`config.mk`:
```
export PLATFORM = sky130hd
export DESIGN_NAME = uart_tx_fifo
export DESIGN_NICKNAME = d
export VERILOG_FILES = /design/src/rtl/uart_tx_fifo.sv
export SDC_FILE = /design/constraint.sdc
export NUM_CORES = 1
export LEC_CHECK = 0
export CAP_MARGIN = 10
export CORE_ASPECT_RATIO = 0.5
export CORE_UTILIZATION = 40
export CTS_CLUSTER_SIZE = 20
export DETAILED_ROUTE_END_ITERATION = 6
export GPL_ROUTABILITY_DRIVEN = 0
export PLACE_DENSITY = 0.65
export SLEW_MARGIN = 20
export SYNTH_ARGS = -nofsm -noshare
export SYNTH_HDL_FRONTEND = slang
export SYNTH_SLANG_ARGS = --single-unit
```
`constraint.sdc`:
```
create_clock -name CLK -period 6.7 [get_ports CLK]
set_input_delay 1.675 -clock CLK [delete_from_list [all_inputs] [get_ports CLK]]
set_output_delay 1.675 -clock CLK [all_outputs]
set_load 0.005 [all_outputs]
```
`src/rtl/uart_tx_fifo.sv`:
```
// UART transmitter with a TX FIFO: bytes queued over s_valid/s_ready
// are sent LSB first on TX with optional parity and 1 or 2 stop bits.
//
// Ports:
//   CLK, rst    clock; synchronous active-high reset
//   s_data      word to queue (DATA_BITS wide)
//   s_valid     level-sensitive write request
//   s_ready     FIFO not full
//   TX          registered serial line, idle high
//   busy        frame in flight or FIFO not empty
//   fifo_count  number of queued words
module uart_tx_fifo #(
  parameter int CLKS_PER_BIT = 868,
  parameter int DATA_BITS    = 8,
  parameter int PARITY       = 0,
  parameter int STOP_BITS    = 1,
  parameter int FIFO_DEPTH   = 16
) (
  input  logic                          CLK,
  input  logic                          rst,
  input  logic [DATA_BITS-1:0]          s_data,
  input  logic                          s_valid,
  output logic                          s_ready,
  output logic                          TX,
  output logic                          busy,
  output logic [$clog2(FIFO_DEPTH):0]   fifo_count
);

  localparam int AW = $clog2(FIFO_DEPTH);
  localparam int CW = $clog2(CLKS_PER_BIT);
  localparam int BW = $clog2(DATA_BITS);

  localparam logic [AW:0]   FULL     = (AW+1)'(FIFO_DEPTH);
  localparam logic [CW-1:0] CNT_LAST = CW'(CLKS_PER_BIT-1);
  localparam logic [BW-1:0] BIT_LAST = BW'(DATA_BITS-1);
  localparam logic          STP_LAST = 1'(STOP_BITS-1);

  typedef enum logic [2:0] {
    IDLE,
    START,
    DATA,
    PAR,
    STOP
  } state_t;

  logic [DATA_BITS-1:0] mem [FIFO_DEPTH];
  logic [AW-1:0]        wr_ptr;
  logic [AW-1:0]        rd_ptr;
  logic                 push;
  logic                 pop;

  state_t               state;
  state_t               state_d;
  logic [CW-1:0]        cnt;
  logic [CW-1:0]        cnt_d;
  logic [BW-1:0]        bit_idx;
  logic [BW-1:0]        bit_d;
  logic                 stp_idx;
  logic                 stp_d;
  logic [DATA_BITS-1:0] shreg;
  logic [DATA_BITS-1:0] sh_d;
  logic                 par_bit;
  logic                 par_d;
  logic                 tx_q;
  logic                 tx_d;
  logic                 bit_end;
  logic [DATA_BITS-1:0] head;
  logic                 head_par;

  assign s_ready = (fifo_count != FULL);
  assign push    = s_valid && s_ready;
  assign busy    = (state != IDLE) || (fifo_count != '0);
  assign TX      = tx_q;

  assign head     = mem[rd_ptr];
  assign head_par = (PARITY == 1) ? ~^head : ^head;
  assign bit_end  = (cnt == CNT_LAST);

  always_ff @(posedge CLK) begin
    if (push) begin
      mem[wr_ptr] <= s_data;
    end
  end

  always_ff @(posedge CLK) begin
    if (rst) begin
      wr_ptr     <= '0;
      rd_ptr     <= '0;
      fifo_count <= '0;
    end else begin
      if (push) begin
        wr_ptr <= wr_ptr + AW'(1);
      end
      if (pop) begin
        rd_ptr <= rd_ptr + AW'(1);
      end
      unique case ({push, pop})
        2'b10:   fifo_count <= fifo_count + (AW+1)'(1);
        2'b01:   fifo_count <= fifo_count - (AW+1)'(1);
        default: fifo_count <= fifo_count;
      endcase
    end
  end

  always_ff @(posedge CLK) begin
    if (rst) begin
      state   <= IDLE;
      cnt     <= '0;
      bit_idx <= '0;
      stp_idx <= 1'b0;
      shreg   <= '0;
      par_bit <= 1'b0;
      tx_q    <= 1'b1;
    end else begin
      state   <= state_d;
      cnt     <= cnt_d;
      bit_idx <= bit_d;
      stp_idx <= stp_d;
      shreg   <= sh_d;
      par_bit <= par_d;
      tx_q    <= tx_d;
    end
  end

  // The baud counter restarts on every state entry; a popped word is
  // latched with its parity so the shifter can consume the data bits.
  always_comb begin
    state_d = state;
    cnt_d   = cnt + CW'(1);
    bit_d   = bit_idx;
    stp_d   = stp_idx;
    sh_d    = shreg;
    par_d   = par_bit;
    pop     = 1'b0;
    unique case (state)
      IDLE: begin
        cnt_d = '0;
        if (fifo_count != '0) begin
          pop     = 1'b1;
          state_d = START;
          sh_d    = head;
          par_d   = head_par;
        end
      end
      START: begin
        if (bit_end) begin
          state_d = DATA;
          cnt_d   = '0;
          bit_d   = '0;
        end
      end
      DATA: begin
        if (bit_end) begin
          cnt_d = '0;
          sh_d  = shreg >> 1;
          if (bit_idx == BIT_LAST) begin
            state_d = (PARITY != 0) ? PAR : STOP;
            stp_d   = 1'b0;
          end else begin
            bit_d = bit_idx + BW'(1);
          end
        end
      end
      PAR: begin
        if (bit_end) begin
          state_d = STOP;
          cnt_d   = '0;
          stp_d   = 1'b0;
        end
      end
      STOP: begin
        if (bit_end) begin
          cnt_d = '0;
          if (stp_idx == STP_LAST) begin
            // Back-to-back: pop on the last stop cycle, no idle bit.
            if (fifo_count != '0) begin
              pop     = 1'b1;
              state_d = START;
              sh_d    = head;
              par_d   = head_par;
            end else begin
              state_d = IDLE;
            end
          end else begin
            stp_d = 1'b1;
          end
        end
      end
      default: begin
        state_d = IDLE;
        cnt_d   = '0;
      end
    endcase
  end

  // TX is registered from the next-state view so it changes with state.
  always_comb begin
    tx_d = 1'b1;
    unique case (state_d)
      START:   tx_d = 1'b0;
      DATA:    tx_d = sh_d[0];
      PAR:     tx_d = par_d;
      default: tx_d = 1'b1;
    endcase
  end

endmodule
```
==> reports/metrics.csv, run 1 <==
stage,metric,value,unit
status,outcome,completed,
power,maximum vdd drop,0.000163,V
critical_path,Worst Path Max Fanout,11,
drt,Detailed Routing Iterations Pass 1,5,
placed_design,I/O Buffers,18,
drt,"antenna viol nets, final",0,
finish,Filler Cells Inserted,1425,
global_route,grt ovf,0,
timing,skew final,13.1,ps
timing,FMAX,0.262,GHz
floorplanning,Core ar.,16700,um2
timing,# setup viols final,0,
placed_design,hpwl dp,8110,um
clock_network,total CTS buffers,17,
run,Max Cap Viol,0,
critical_path,"CP delay by family, top",buffers and inverters,
clock_network,Post-CTS Setup Inserts,0,
clock_network,Hold Buf Count CTS,0,
hold_path,hold path startpoint,shreg[2],
global_route,vias in the first global route,3777,
drt,final WL,13100,um
critical_path,Crit path required time,7000,ps
logic_synthesis,Post-Syn Instances,460,
clock_network,clock latency on the worst-skew pair,430,ps
critical_path,CP max-delay cell,clkdlybuf4s50_1,
critical_path,depth of the worst register-to-register path,11,
timing,hold_ws,455,ps
critical_path,WS Path Type,primary input to flop,
logic_synthesis,sequential share of the synthesized area,67.7,%
critical_path,R2R Path Start,cnt[3],
finish,antenna cells,0,
drt,Post-route DRC,0,
floorplanning,initial core utilization,41.7,%
critical_path,Reg2Reg Capture Point,fifo_count[4],
timing,Rel. slew slack,42.4,%
global_route,largest net degree at the start of global routing,36,
floorplanning,Die Area,17900,um2
critical_path,"Data arrival, critical path",4120,ps
hold_path,WHS Endpoint,shreg[2],
clock_network,Root Buffer,clkbuf_16,
timing,Final Max Slew Viols,0,
global_route,global-route wire length before repair,21000,um
logic_synthesis,post-synthesis register bit count,171,
critical_path,Crit. End Element,flop,
finish,area grow syn2layout,14.7,%
drt,routed vias,3830,
critical_path,Reg2Reg Setup Slack,3150,ps
drt,Iter 0 DRT Violations,299,
logic_synthesis,Synth Cell Area,6950,um2
critical_path,Worst Setup Start Kind,primary input,
power,PwrDens,373,nW/um2
timing,RSZ-0062 raised after global routing,false,
timing,final hold vios,0,
global_route,initial antenna violation count,0,
hold_path,Hold WC Path Type,flop to flop,
timing,Setup Total Neg Slack,0,ps
logic_synthesis,Avg Inst Size Synth,15.1,um2
logic_synthesis,"Net Count, Synth",481,
clock_network,post-cts sizing count,0,
hold_path,Hold Path Stages,2,
floorplanning,Die W,188,um
clock_network,maximum clock path buffer count,2,
finish,ratio of cells with drive above 1 in the final layout,15.9,%
floorplanning,die height,95.2,um
drt,DR vias/cell,5.28,
power,P_leak,2.59,nW
drt,wire per inst,18.0,um
critical_path,crit path buf inv count,3,
finish,Layout Nets,507,
clock_network,CTS tree,done,
timing,minimum clock period,3810,ps
clock_network,# H-tree levels,4,
critical_path,CP max stage delay,460,ps
finish,storage element area,4710,um2
clock_network,Clock Pin Slew Worst Setup and Hold Paths,70,ps
timing,Slew @ Worst Pin,861,ps
critical_path,Worst Setup SP,s_valid,
global_route,Total GRT Usage,16.0,%
critical_path,CP cell instances,clkdlybuf4s50_1 > a21boi_1 > buf_4 > inv_1 > ha_1 > xor2_1 > ha_1 > o21ba_2 > nor3b_1 > o21ai_1 > a31oi_1 > mux2_1,
logic_synthesis,distinct cell type count after synthesis,48,
logic_synthesis,synth warn,0,
clock_network,CTS sink cnt,171,
timing,crit share post-route,56.9,%
finish,multi-input logic area,2130,um2
critical_path,Crit path top cell by count,ha_1,
floorplanning,# rows,33,
floorplanning,top-level I/O count,19,
==> sequential cells by signal, indices dropped and copies added, names as in the netlist, named ones only <==
register / count
TX: 1
bit_idx: 3
cnt: 10
fifo_count: 5
mem: 128
par_bit: 1
rd_ptr: 4
shreg: 8
state: 3
wr_ptr: 4
==> metal layers <==
layer  track usage [%]  part of all wire, %  wire [um]
met1              21.6                   46       5970
met2              25.6                   47       6110
met3              3.79                  6.5        849
met4              5.38                 0.93        122
met5                 0                    0          0
==> logic make-up after synthesis <==
| kind of cell | Yosys count | synth area share (%) |
|---|---|---|
| DFF | 171 | 67.7 |
| and+or+nand+nor | 133 | 8.96 |
| AOI/OAI and AO/OA | 62 | 5.81 |
| muxes | 35 | 10.8 |
| xor gates and xnor gates | 26 | 3.28 |
| buffers and inverters | 23 | 1.67 |
| adders and majority gates | 10 | 1.80 |
==> synthesized netlist by cell type (all sizes together) <==
library cell  instances  area [um2]
inv                   4        15.0
clkbuf                9        33.8
nor3                  5        25.0
or2                   3        18.8
and2                  2        12.5
dfxtp                43         861
a21oi                19        95.1
xor2                 11        96.3
xnor2                15         131
o31a                  1        8.76
a22oi                24         180
nor2                 54         205
a211oi                1        7.51
ha                   10         125
o21ai                 7        35.0
a31oi                 4        25.0
or4                   2        15.0
edfxtp              128        3840
nand3b                1        7.51
o2111ai               1        8.76
a21boi                1        7.51
nand2b                3        18.8
nand2                35         131
mux4                 32         721
or4b                  2        20.0
o21bai                2        18.8
o211ai                1        7.51
and3                  4        25.0
nor2b                 5        31.3
or3                   1        6.26
nor4                  4        37.5
nand4                 3        18.8
nand3                 7        35.0
buf                  10        67.6
nor3b                 2        15.0
o21ba                 1        10.0
mux2i                 2        20.0
mux2                  1        11.3
==> worst max-delay path by stage <==
stage	endpoint	slack [ps]	cells after the start
after global routing	fifo_count[4]	2700	12
after floorplan	fifo_count[4]	2870	12
final	fifo_count[4]	2890	12
after detailed placement	fifo_count[4]	2480	12
after global placement	fifo_count[4]	2540	12
after CTS	fifo_count[4]	2900	12
==> where the power goes <==
group,switching (mW),internal [mW],leakage (nW)
sequential,0.0490,1.21,1.51
combinational,0.386,0.349,0.788
clock,0.449,0.535,0.291
==> cells in the final DEF, fill, tap and decap left out, types with 4 or more instances in the layout <==
master	synthesis	layout
a21oi_1	19	19
a22oi_1	24	24
a31oi_1	4	4
and3_1	4	4
buf_4	1	8
clkbuf_16	0	17
clkdlybuf4s50_1	0	18
dfxtp_1	43	42
edfxtp_1	128	128
ha_1	10	10
inv_8	0	6
mux4_2	32	32
nand2_1	35	35
nand3_1	7	7
nor2_1	53	53
nor2b_1	5	5
nor3_1	5	5
o21ai_1	5	5
xnor2_1	15	15
xor2_1	11	11
==> layout make-up <==
type / instances / area share, %
flip-flops and latches: 171 / 59.0
clock buffers: 17 / 5.33
inverters: 4 / 0.188
multi-input cells: 266 / 26.7
clock inverters: 14 / 2.17
repair buffers: 26 / 3.01
well taps: 227 / 3.56
==> per-stage QoR <==
step | util, % | setup WS (ps) | cells | power [mW] | area [um2]
6_report | 47.8 | 2890 | 725 | 2.98 | 7980
5_1_grt | 47.8 | 2700 | 725 | 3.14 | 7980
4_1_cts | 47.8 | 2900 | 725 | 3.00 | 7980
3_5_place_dp | 44.2 | 2480 | 694 | 2.02 | 7380
3_3_place_gp | 44.2 | 2540 | 694 | 2.01 | 7380
2_1_floorplan | - | 2870 | 460 | 1.83 | 6950
==> worst register-to-register path, stage by stage (launching register included) <==
cell and delay (ps):
dfxtp_1 370, nor4_2 410, a31oi_1 290, nor2_2 620, ha_1 460, xor2_1 190
ha_1 150, o21ba_2 170, nor3b_1 190, o21ai_1 80, a31oi_1 170, mux2_1 340
Note: power is estimated with default switching activity, not from simulation.
==> inputs of run 2 (changes only) <==
--- a/config.mk
+++ b/config.mk
@@ -11,7 +11,7 @@
 export CTS_CLUSTER_SIZE = 20
 export DETAILED_ROUTE_END_ITERATION = 6
 export GPL_ROUTABILITY_DRIVEN = 0
-export PLACE_DENSITY = 0.65
+export PLACE_DENSITY = 0.67
 export SLEW_MARGIN = 20
 export SYNTH_ARGS = -nofsm -noshare
 export SYNTH_HDL_FRONTEND = slang
==> constraint.sdc (replaced) <==
create_clock -name CLK -period 3.4 [get_ports CLK]
set_input_delay 0.85 -clock CLK [delete_from_list [all_inputs] [get_ports CLK]]
set_output_delay 0.85 -clock CLK [all_outputs]
set_load 0.005 [all_outputs]
==> run 2 against run 1 <==
Compared with the run above: via count up 1.2%; clock skew shrank 2.4 ps; cell count rose by 2.5%; combinational power rose by 99%.
==> reports/metrics.csv, run 2 (synthesized netlist as in run 1, its figures left out) <==
stage,metric,value,unit,change
clock_network,CTS tree,done,,unchanged
finish,"commonest non-fill, non-tap cell in the layout",edfxtp_1,,unchanged
clock_network,Clock Pin Slew Worst Setup and Hold Paths,70,ps,about the same
placed_design,hpwl dp,8270,um,was 8110 um
critical_path,Crit. End Element,flop,,unchanged
timing,Rel. slew slack,52.9,%,was 42.4%
clock_network,Hold Buf Count CTS,0,,unchanged
drt,Detailed Routing Iterations Pass 1,4,,was 5
floorplanning,top-level I/O count,19,,unchanged
timing,FMAX,0.323,GHz,
timing,Setup Total Neg Slack,0,ps,unchanged
clock_network,Root Buffer,clkbuf_16,,unchanged
critical_path,WS Path Type,flop to flop,,was primary input to flop
global_route,Total GRT Usage,16.0,%,about the same
placed_design,Place WS,190,ps,was 2480 ps
timing,skew final,10.7,ps,was 13.1 ps
power,PwrDens,723,nW/um2,was 373 nW/um2
clock_network,total CTS buffers,17,,unchanged
drt,routed vias,3877,,was 3830
hold_path,Hold WC Path Type,flop to flop,,unchanged
critical_path,Crit path required time,3710,ps,was 7000 ps
timing,crit share post-route,90.9,%,
floorplanning,die height,95.2,um,unchanged
global_route,vias in the first global route,3907,,was 3777
global_route,initial antenna violation count,0,,unchanged
critical_path,CP cell instances,or4_1 > o21ai_1 > nor2_4 > ha_1 > xor2_1 > ha_1 > o21ba_2 > nor3b_1 > o21ai_1 > a31oi_1 > mux2_1,,was clkdlybuf4s50_1 > a21boi_1 > buf_4 > inv_1 > ha_1 > xor2_1 > ha_1 > o21ba_2 > nor3b_1 > o21ai_1 > a31oi_1 > mux2_1
timing,final setup margin,308,ps,was 2890 ps
drt,"antenna viol nets, final",0,,unchanged
drt,final WL,13200,um,was 13100 um
critical_path,CP max stage delay,600,ps,was 460 ps
floorplanning,Die W,188,um,unchanged
status,outcome,completed,,unchanged
critical_path,"Data arrival, critical path",3400,ps,was 4120 ps
drt,Iter 0 DRT Violations,320,,was 299
critical_path,Worst Setup Start Kind,flop,,was primary input
power,P_leak,2.68,nW,was 2.59 nW
critical_path,CP max-delay cell,or4_1,,was clkdlybuf4s50_1
timing,RSZ-0062 raised after global routing,false,,unchanged
drt,wire per inst,17.8,um,was 18.0 um
placed_design,I/O Buffers,18,,unchanged
finish,"commonest non-fill, non-tap cells in the layout","128 x edfxtp_1, 53 x nor2_1, 42 x dfxtp_1",,unchanged
critical_path,Worst Path Max Fanout,16,,was 11
timing,minimum clock period,3090,ps,
finish,max FFs per register,128,,unchanged
drt,DR vias/cell,5.22,,was 5.28
timing,# setup viols final,0,,unchanged
global_route,grt ovf,0,,unchanged
clock_network,clock latency on the worst-skew pair,430,ps,about the same
finish,antenna cells,0,,unchanged
floorplanning,initial core utilization,41.7,%,unchanged
floorplanning,Die Area,17900,um2,unchanged
timing,Final Max Slew Viols,0,,unchanged
global_route,global-route wire length before repair,21100,um,was 21000 um
power,maximum vdd drop,0.000311,V,was 0.000163 V
floorplanning,Core ar.,16700,um2,unchanged
clock_network,# H-tree levels,4,,unchanged
clock_network,CTS sink cnt,171,,unchanged
drt,Post-route DRC,0,,unchanged
floorplanning,# rows,33,,unchanged
finish,Layout Nets,524,,was 507
run,Max Cap Viol,0,,unchanged
timing,Slew @ Worst Pin,701,ps,was 861 ps
finish,Regs by FF count,"mem (128), cnt (10), shreg (8)",,unchanged
global_route,largest net degree at the start of global routing,36,,unchanged
timing,final hold vios,0,,unchanged
clock_network,Post-CTS Setup Inserts,0,,unchanged
finish,ratio of cells with drive above 1 in the final layout,18.8,%,was 15.9%
finish,area grow syn2layout,17.1,%,was 14.7%
finish,"Most flops, register",mem,,unchanged
timing,hold_ws,456,ps,was 455 ps
clock_network,maximum clock path buffer count,2,,unchanged
==> run 2: cell type report <==
| class | count | area, um2 |
|---|---|---|
| Clock inverter | 15 | 169 |
| Tap cell | 227 | 284 |
| Fill cell | 1371 | 8540 |
| Multi-Input combinational cell | 266 | 2140 |
| Sequential cell | 171 | 4710 |
| Timing Repair Buffer | 43 | 405 |
| Inverter | 4 | 15.0 |
| Clock buffer | 17 | 425 |
==> run 2: power breakdown <==
| group | switching, mW | total [mW] | internal (mW) |
|---|---|---|---|
| clock network | 0.920 | 1.91 | 0.992 |
| registers | 0.139 | 2.52 | 2.38 |
| logic | 0.712 | 1.46 | 0.745 |
==> run 2: layer usage <==
layer | global-route usage, % | up-vias | wire length (um) | part of all wire, %
met5 | 0 | - | 0 | 0
met4 | 6.45 | 0 | 214 | 1.6
met3 | 4.12 | 16 | 549 | 4.1
met2 | 25.5 | 70 | 6300 | 48
met1 | 21.0 | 1947 | 6190 | 47
li1 | - | 1844 | - | -
==> run 2: stage by stage <==
stage | util [%] | power (mW) | cell area, um2 | std cells
detailed placement | 45.2 | 4.02 | 7540 | 711
global route | 48.8 | 6.18 | 8140 | 743
finish | 48.8 | 5.89 | 8140 | 743
floorplan | - | 3.62 | 6950 | 460
global placement | 45.2 | 4.01 | 7540 | 711
CTS | 48.8 | 5.92 | 8140 | 743
==> run 2: final timing paths <==
| path | from | to | slack, ps | cells past startpoint |
|---|---|---|---|---|
| max reg2reg | fifo_count[0] | fifo_count[4] | 310 | 11 |
| min | shreg[3] | shreg[3] | 460 | 2 |
| max | fifo_count[0] | fifo_count[4] | 310 | 11 |
| min reg2reg | shreg[3] | shreg[3] | 460 | 2 |
==> run 2: worst max-delay path, delay by kind of cell, from the launching register on <==
family	cells	cell delay [ps]
and+or+nand+nor	3	950
adders and majority gates	2	390
muxes	1	330
AOI/OAI and AO/OA	4	790
xor gates and xnor gates	1	140
DFF	1	380
==> run 2: timing repair <==
action | 4_1_cts | 5_1_grt
endpoints found under the hold margin | 0 | 0
endpoints found under the setup margin | 0 | 1
gates resized for setup | 0 | 1
